`config.mk`:
```
export PLATFORM = sky130hd
export DESIGN_NAME = serial_tx_flat
export DESIGN_NICKNAME = d
export VERILOG_FILES = /design/src/rtl/serial_tx_if.sv /design/src/rtl/serial_tx.sv /design/src/flat_wrapper.sv
export SDC_FILE = /design/constraint.sdc
export NUM_CORES = 1
export LEC_CHECK = 0
export BUFFER_PORTS_ARGS = -buffer_cell sky130_fd_sc_hd__buf_4
export CORE_MARGIN = 3
export CORE_UTILIZATION = 40
export CTS_CLUSTER_DIAMETER = 40
export DETAILED_ROUTE_END_ITERATION = 16
export PLACE_DENSITY = 0.58
export SETUP_SLACK_MARGIN = 0.15
export SYNTH_ARGS = -nofsm -noshare
export SYNTH_HDL_FRONTEND = slang
export SYNTH_SLANG_ARGS = --single-unit
```
`constraint.sdc`:
```
create_clock -name clk -period 1.6 [get_ports clk]
set_input_delay 0 -clock clk [delete_from_list [all_inputs] [get_ports clk]]
set_output_delay 0 -clock clk [all_outputs]
set_load 0.05 [all_outputs]
```
`src/rtl/serial_tx_if.sv`:
```
// Word handshake into the serial transmitter: producer drives data/valid, transmitter drives ready.
interface serial_tx_if #(
    parameter int unsigned WIDTH = 8
) ();
    logic [WIDTH-1:0] in_data;
    logic             in_valid;
    logic             in_ready;

    modport master (
        output in_data,
        output in_valid,
        input  in_ready
    );

    modport slave (
        input  in_data,
        input  in_valid,
        output in_ready
    );
endinterface

```
`src/rtl/serial_tx.sv`:
```
// Parallel-in serial-out transmitter: start bit, data LSB-first, optional even parity, stop bit.
// Every line bit is held for CLKS_PER_BIT cycles; tx comes straight from a flop.
module serial_tx #(
    parameter int unsigned WIDTH        = 8,
    parameter int unsigned CLKS_PER_BIT = 4,
    parameter int unsigned PARITY_EN    = 0
) (
    input  logic       clk,
    input  logic       reset,
    serial_tx_if.slave in_if,
    output logic       tx,
    output logic       busy,
    output logic       done
);

    localparam int unsigned CNT_W = (CLKS_PER_BIT > 1) ? $clog2(CLKS_PER_BIT) : 1;
    localparam int unsigned IDX_W = (WIDTH > 1) ? $clog2(WIDTH) : 1;
    localparam logic [CNT_W-1:0] CNT_LAST = CNT_W'(CLKS_PER_BIT - 1);
    localparam logic [IDX_W-1:0] IDX_LAST = IDX_W'(WIDTH - 1);

    typedef enum logic [2:0] {
        StIdle,
        StStart,
        StData,
        StParity,
        StStop
    } state_e;

    state_e             state_q, state_d;
    logic [CNT_W-1:0]   cnt_q, cnt_d;
    logic [IDX_W-1:0]   idx_q, idx_d;
    logic [WIDTH-1:0]   shreg_q, shreg_d;
    logic               parity_q, parity_d;
    logic               tx_q, tx_d;
    logic               done_q, done_d;
    logic               bit_end;

    assign in_if.in_ready = (state_q == StIdle) && !reset;
    assign tx             = tx_q;
    assign busy           = (state_q != StIdle);
    assign done           = done_q;

    always_comb begin
        state_d  = state_q;
        cnt_d    = cnt_q;
        idx_d    = idx_q;
        shreg_d  = shreg_q;
        parity_d = parity_q;
        done_d   = 1'b0;
        bit_end  = (cnt_q == CNT_LAST);

        // Cycle counter restarts at every bit boundary, so each phase starts from zero.
        if (state_q != StIdle) begin
            cnt_d = bit_end ? '0 : cnt_q + 1'b1;
        end

        unique case (state_q)
            StIdle: begin
                if (in_if.in_valid) begin
                    state_d  = StStart;
                    shreg_d  = in_if.in_data;
                    parity_d = ^in_if.in_data;
                    cnt_d    = '0;
                    idx_d    = '0;
                end
            end
            StStart: begin
                if (bit_end) begin
                    state_d = StData;
                    idx_d   = '0;
                end
            end
            StData: begin
                if (bit_end) begin
                    shreg_d = shreg_q >> 1;
                    if (idx_q == IDX_LAST) begin
                        idx_d   = '0;
                        state_d = (PARITY_EN != 0) ? StParity : StStop;
                    end else begin
                        idx_d = idx_q + 1'b1;
                    end
                end
            end
            StParity: begin
                if (bit_end) begin
                    state_d = StStop;
                end
            end
            StStop: begin
                if (bit_end) begin
                    state_d = StIdle;
                    done_d  = 1'b1;
                end
            end
            default: begin
                state_d = StIdle;
            end
        endcase

        // Line value is decoded from the upcoming state so tx lines up with the phase.
        case (state_d)
            StStart:  tx_d = 1'b0;
            StData:   tx_d = shreg_d[0];
            StParity: tx_d = parity_d;
            default:  tx_d = 1'b1;
        endcase
    end

    always_ff @(posedge clk) begin
        if (reset) begin
            state_q  <= StIdle;
            cnt_q    <= '0;
            idx_q    <= '0;
            shreg_q  <= '0;
            parity_q <= 1'b0;
            tx_q     <= 1'b1;
            done_q   <= 1'b0;
        end else begin
            state_q  <= state_d;
            cnt_q    <= cnt_d;
            idx_q    <= idx_d;
            shreg_q  <= shreg_d;
            parity_q <= parity_d;
            tx_q     <= tx_d;
            done_q   <= done_d;
        end
    end

endmodule

```
`src/flat_wrapper.sv`:
```
// flat-port wrapper written by rule: the top's interface ports become plain ports
module serial_tx_flat 
#(
    parameter int unsigned WIDTH        = 8,
    parameter int unsigned CLKS_PER_BIT = 4,
    parameter int unsigned PARITY_EN    = 0
)
  (clk, reset, tx, busy, done, in_if_in_data, in_if_in_valid, in_if_in_ready);
  serial_tx_if #(.WIDTH(WIDTH)) in_if_i ();
  input  logic clk;
  input  logic reset;
  output logic tx;
  output logic busy;
  output logic done;
  input wire logic [$bits(in_if_i.in_data)-1:0] in_if_in_data;
  input wire logic [$bits(in_if_i.in_valid)-1:0] in_if_in_valid;
  output wire logic [$bits(in_if_i.in_ready)-1:0] in_if_in_ready;
  assign in_if_i.in_data = in_if_in_data;
  assign in_if_i.in_valid = in_if_in_valid;
  assign in_if_in_ready = in_if_i.in_ready;
  serial_tx #(.WIDTH(WIDTH), .CLKS_PER_BIT(CLKS_PER_BIT), .PARITY_EN(PARITY_EN)) u_core (.clk(clk), .reset(reset), .in_if(in_if_i), .tx(tx), .busy(busy), .done(done));
endmodule
```
# Word level (Yosys, flattened, before mapping)
# Index checks and enable logic that the tools add are counted.
[word_totals]
output_inout_bits = 4
register_bits = 19
[op_classes]
eq_ne = 12
addsub = 2
n_bitwise = 1
muxes = 23
n_reduce_logical = 10
[ops]
columns = ["cell", "count"]
rows = [
  ["3-bit two-way mux", 10],
  ["8-bit two-way mux", 2],
  ["8-bit case mux with 2 select lines", 1],
  ["3-bit case mux with 5 select lines", 1],
  ["3-bit by 2-bit equality test with 1-bit output, second input constant", 4],
  ["3-bit case mux with 3 select lines", 1],
  ["2-bit two-way mux", 4],
  ["8-bit parity", 1],
  ["3-bit by 1-bit equality test with 1-bit output, second input constant", 2],
  ["3-bit equality test, second input constant", 2],
  ["3-bit nonzero test", 2],
  ["2-bit by 1-bit != test with 1-bit output, second input constant", 2],
  ["4-bit AND reduction", 1],
  ["3-bit by 1-bit adder with 3-bit output, second input constant", 1],
  ["3-bit logical NOT", 1],
  ["1-bit two-way mux", 3],
  ["1-bit case mux with 3 select lines", 1],
  ["3-bit AND reduction", 1],
  ["2-bit by 1-bit adder with 2-bit output, second input constant", 1],
  ["2-bit equality test, second input constant", 1],
  ["2-bit != test, second input constant", 1],
  ["2-bit nonzero test", 1],
  ["2-bit OR reduction", 1],
  ["1-bit logical AND", 1],
  ["2 further kinds", 2],
]

# Logic depth before layout (Yosys ltp)
[depth]
depth_word = 6
ltp_mapped = 6
ltp_nobuf = 6

# Worst setup path before layout
# No wires, ideal clock.
[synth_path]
kind = "register to output"
from = "reg u_core.state_q[0]"
to = "out in_if_in_ready"
required_time_ps = 1600
path_buffers = 1
arrival_ps = 1814
stages_incl_launch_ff = 5
slack_ps = -214
path_cell_list = "dfxtp_1 > buf_2 > nor3_1 > inv_1 > nor2_1"
[synth_between]
elab_chain_len = 2
[synth_lines]
columns = ["element", "line", "rtl"]
rows = [
  ["from (decl)", "serial_tx.sv:29", "state_e state_q, state_d;"],
  ["from (signal assigned)", "serial_tx.sv:111", "state_q <= StIdle;"],
  ["from (signal assigned)", "serial_tx.sv:119", "state_q <= state_d;"],
  ["3-bit logical NOT", "serial_tx.sv:38", "assign in_if.in_ready = (state_q == StIdle) && !reset;"],
  ["1-bit logical AND", "serial_tx.sv:38", ""],
  ["to (decl)", "flat_wrapper.sv:17", "output wire logic [$bits(in_if_i.in_ready)-1:0] in_if_in_ready;"],
]
# Every way passes these cells.

# Worst setup path in the final report
[layout_path]
from = "reg u_core.state_q[1]"
to = "reg u_core.tx_q (netlist: u_core.tx)"
[layout_between]
elab_chain_len = 5
elab_cells_between_ends = 18
[layout_lines]
columns = ["element", "line", "rtl"]
rows = [
  ["3-bit two-way mux", "serial_tx.sv:76", "if (idx_q == IDX_LAST) begin"],
  ["3-bit two-way mux", "serial_tx.sv:74", "if (bit_end) begin"],
  ["3-bit case mux with 5 select lines", "serial_tx.sv:57", "unique case (state_q)"],
  ["3-bit by 2-bit equality test with 1-bit output or 3-bit by 1-bit equality test with 1-bit output (tied branches)", "serial_tx.sv:101", "case (state_d)"],
  ["1-bit case mux with 3 select lines *", "serial_tx.sv:101", ""],
  ["to (signal assigned)", "serial_tx.sv:124", "tx_q <= tx_d;"],
  ["to (decl)", "serial_tx.sv:34", "logic tx_q, tx_d;"],
]
# Every way passes the cells marked *; elsewhere a longest branch is shown, timed or not.
# A chain may end at the register's enable or synchronous reset.

==> metrics.txt <==
run status=finished, final reports clean; clock period minus final worst setup slack=1.46 ns; crit share post-route=0.914; final estimated routing congestion in global placement=0.771; unrepaired setup endpoints after global routing=yes; maximum fanout encountered on the critical timing path=6; Max Root-Sink Buffers=2; CTS Root Cell=clkbuf_4; clk slew on worst S/H paths=0.11 ns; Final nets=157; synth unique cells=35; nets in the synthesized netlist=126; final number of max-transition violations=0; die width=55.5 um; first-pass GRT wire length=3950 um; average footprint of a synthesized cell=8.76 um^2; area of the placeable core=2280 um^2; WS Path Type=reg -> reg; number of buffers created by CTS=3; cell count after synthesis=112; Remaining DRCs=0; clock tree from TritonCTS=built; overall global routing resource usage=0.157; Antenna Violating Nets Remaining=0; final routed wire length divided by cell count=13.6 um; summed instance area of the synthesized netlist=981 um^2; total power per unit cell area=718 nW/um^2; number of flip-flops and latches in the synthesized netlist=19; final setup violating endpoints=0; Placed Cells incl. Taps=156; crit-path leading delay family=simple AND/OR/NAND/NOR gates; num rows=17; slew at the pin with the worst max-slew slack=0.378 ns; via count of the first global-routing pass=925; Peak VDD IR=0.000522 V; number of fillers in the final layout=198; endpoint kind of the worst setup timing path=flip-flop; Seq/Total Area, Yosys=0.388; Hold Violations, Final=0; Starting Density=0.431; worst slack, placed=-0.101 ns; post-layout instance count excluding filler cells=170; die footprint=3080 um^2; Yosys warnings=0; fraction of layout instances using a drive strength above 1=0.451; insertion delay to the later sink of the worst-skew pair=0.30 ns; top-level I/O count=15; Area Overhead vs Synth=42.7%; Hold WC Path Type=in -> reg; vertical die dimension=55.5 um; Total Negative Setup Slacks=0 ns; maximum clock rate=684 MHz; pin count of the biggest net entering global routing=21; Worst Path Required=1.82 ns; violation count after the first detailed-routing iteration=26; H-tree levels=1; count of buffer and inverter cells on the critical path=2; flop-to-flop setup slack=0.14 ns; Setup WS post-layout=0.137 ns; vias per std cell=5.34; number of max-cap violations=0; Cell Chain, Critical Path=buf_6 > nor4b_4 > buf_4 > a22o_4 > a21oi_2 > o31ai_2; slowest stage cell on the critical path=nor4b_4; number of vias in the routed layout=908; leakage power=0.000547 uW; clock tree skew after final layout=0.00209 ns; total global routing overflow=0; drt total wl=2320 um; antenna violations before repair=0; number of antenna repair diodes=0; worst endpoint data arrival time=1.69 ns; worst rel slew slack=0.747; number of sinks on the clock net=19; detailed placer's ending HPWL=1580 um; Port-buffer cells=14; slowest cell delay on critical path=0.40 ns; kind of start point of the critical path=flip-flop; Pre-Repair DR Iteration Count=4
[state kept, by name, summed over array words and instances, names as in the netlist]
signal,flops
u_core.cnt_q,2
u_core.done,1
u_core.idx_q,3
u_core.parity_q,1
u_core.shreg_q,8
u_core.state_q,3
u_core.tx,1
[power breakdown]
group	internal (uW)	switching, uW	leakage, uW
Sequential	495	14.2	0.000159
Combinational	123	127	0.000371
Clock	93.1	153	0.0000177
[metrics by stage]
stage	util	hold slack, ns	total power [uW]	instance area (um^2)
final	0.615	0.00828	1010	1400
after global routing	0.615	0.0168	1060	1400
after CTS	0.563	0.00552	994	1280
after detailed placement	0.512	0.291	729	1170
after global placement	0.512	0.277	728	1170
after floorplan	-	0.108	658	996
[what timing repair did]
item,CTS,global route
pin swaps,3,7
hold buffers,1,0
gates resized for setup,12,19
endpoints found under the hold margin,1,0
setup endpoints to repair,13,11
buffers inserted,3,6
cloned,0,0
[synthesized netlist by cell type, drive strengths merged]
cell type,n,area share
ha,3,0.038
a211oi,1,0.0077
dfxtp,19,0.39
nor3,6,0.031
nor4b,2,0.033
xor2,1,0.0089
nand3,1,0.0051
buf,5,0.034
nand4,2,0.013
clkbuf,3,0.011
nor3b,1,0.0077
o21ai,3,0.015
a21oi,13,0.070
a2111oi,1,0.010
a31oi,2,0.013
o31ai,1,0.013
a22o,2,0.027
nand2,11,0.042
o2111ai,1,0.0089
a2bb2oi,1,0.0089
and3,1,0.0064
o21ba,1,0.010
inv,6,0.023
nor4bb,1,0.010
a22oi,8,0.061
o21a,1,0.0077
nor2,8,0.033
xnor2,7,0.063
[per-layer routing]
metal / part of all wire / vias to the layer above / GRT usage
met5: 0 / - / 0
met4: 0.0060 / 0 / 0.0799
met3: 0.035 / 2 / 0.0280
met2: 0.47 / 14 / 0.247
met1: 0.49 / 427 / 0.204
li1: - / 465 / -
[cell usage in the layout, fill, tap and decap left out, types with 2 or more instances in the layout]
cell type  synthesis  final
dfxtp_4            0      2
buf_6              1      5
a21oi_2            1      2
a21oi_1           12     11
dfxtp_2            0      4
inv_1              5      4
nor2_4             0      2
o21ai_1            3      2
nor2_1             7      5
a31oi_1            2      2
a22oi_1            8      5
dfxtp_1           19     13
nor3_1             6      5
ha_2               0      2
a22oi_2            0      3
buf_4              1     26
nand4_1            2      2
nand2_1           11     11
inv_2              1      2
xnor2_1            7      7
clkbuf_4           0      3
[worst min-delay path, stage by stage]
cell	delay, ns
buf_4	0.09
a22oi_1	0.07
a21oi_1	0.11
[path summary, 6_finish.rpt]
path / startpoint / end / depth (start not counted)
hold / removal: in_if_in_data[1] / u_core.shreg_q[1]$_SDFFE_PP0P_ / 3
setup / recovery: u_core.state_q[1]$_SDFF_PP0_ / u_core.tx$_SDFF_PP1_ / 6
setup reg to reg: u_core.state_q[1]$_SDFF_PP0_ / u_core.tx$_SDFF_PP1_ / 6
hold reg to reg: u_core.shreg_q[3]$_SDFFE_PP0P_ / u_core.shreg_q[3]$_SDFFE_PP0P_ / 2
[layout make-up]
class,instances,area [um^2],area share
tap,28,35.0,0.0250
inverter,6,22.5,0.0161
multi-input combinational,79,626,0.447
clock buffer,3,22.5,0.0161
timing repair buffer,34,297,0.212
sequential,19,393,0.281
clock inverter,1,5.00,0.00357
[cells by family (layout without fill, tap and decap cells)]
logic type	Yosys count	in the layout	share of synthesized area
buffers and inverters	14	44	0.0689
xor gates and xnor gates	8	8	0.0714
AOI/OAI and AO/OA	35	35	0.253
and+or+nand+nor	33	33	0.181
adders and majority gates	3	3	0.0383
DFF	19	19	0.388
Note: power is estimated with default switching activity, not from simulation.
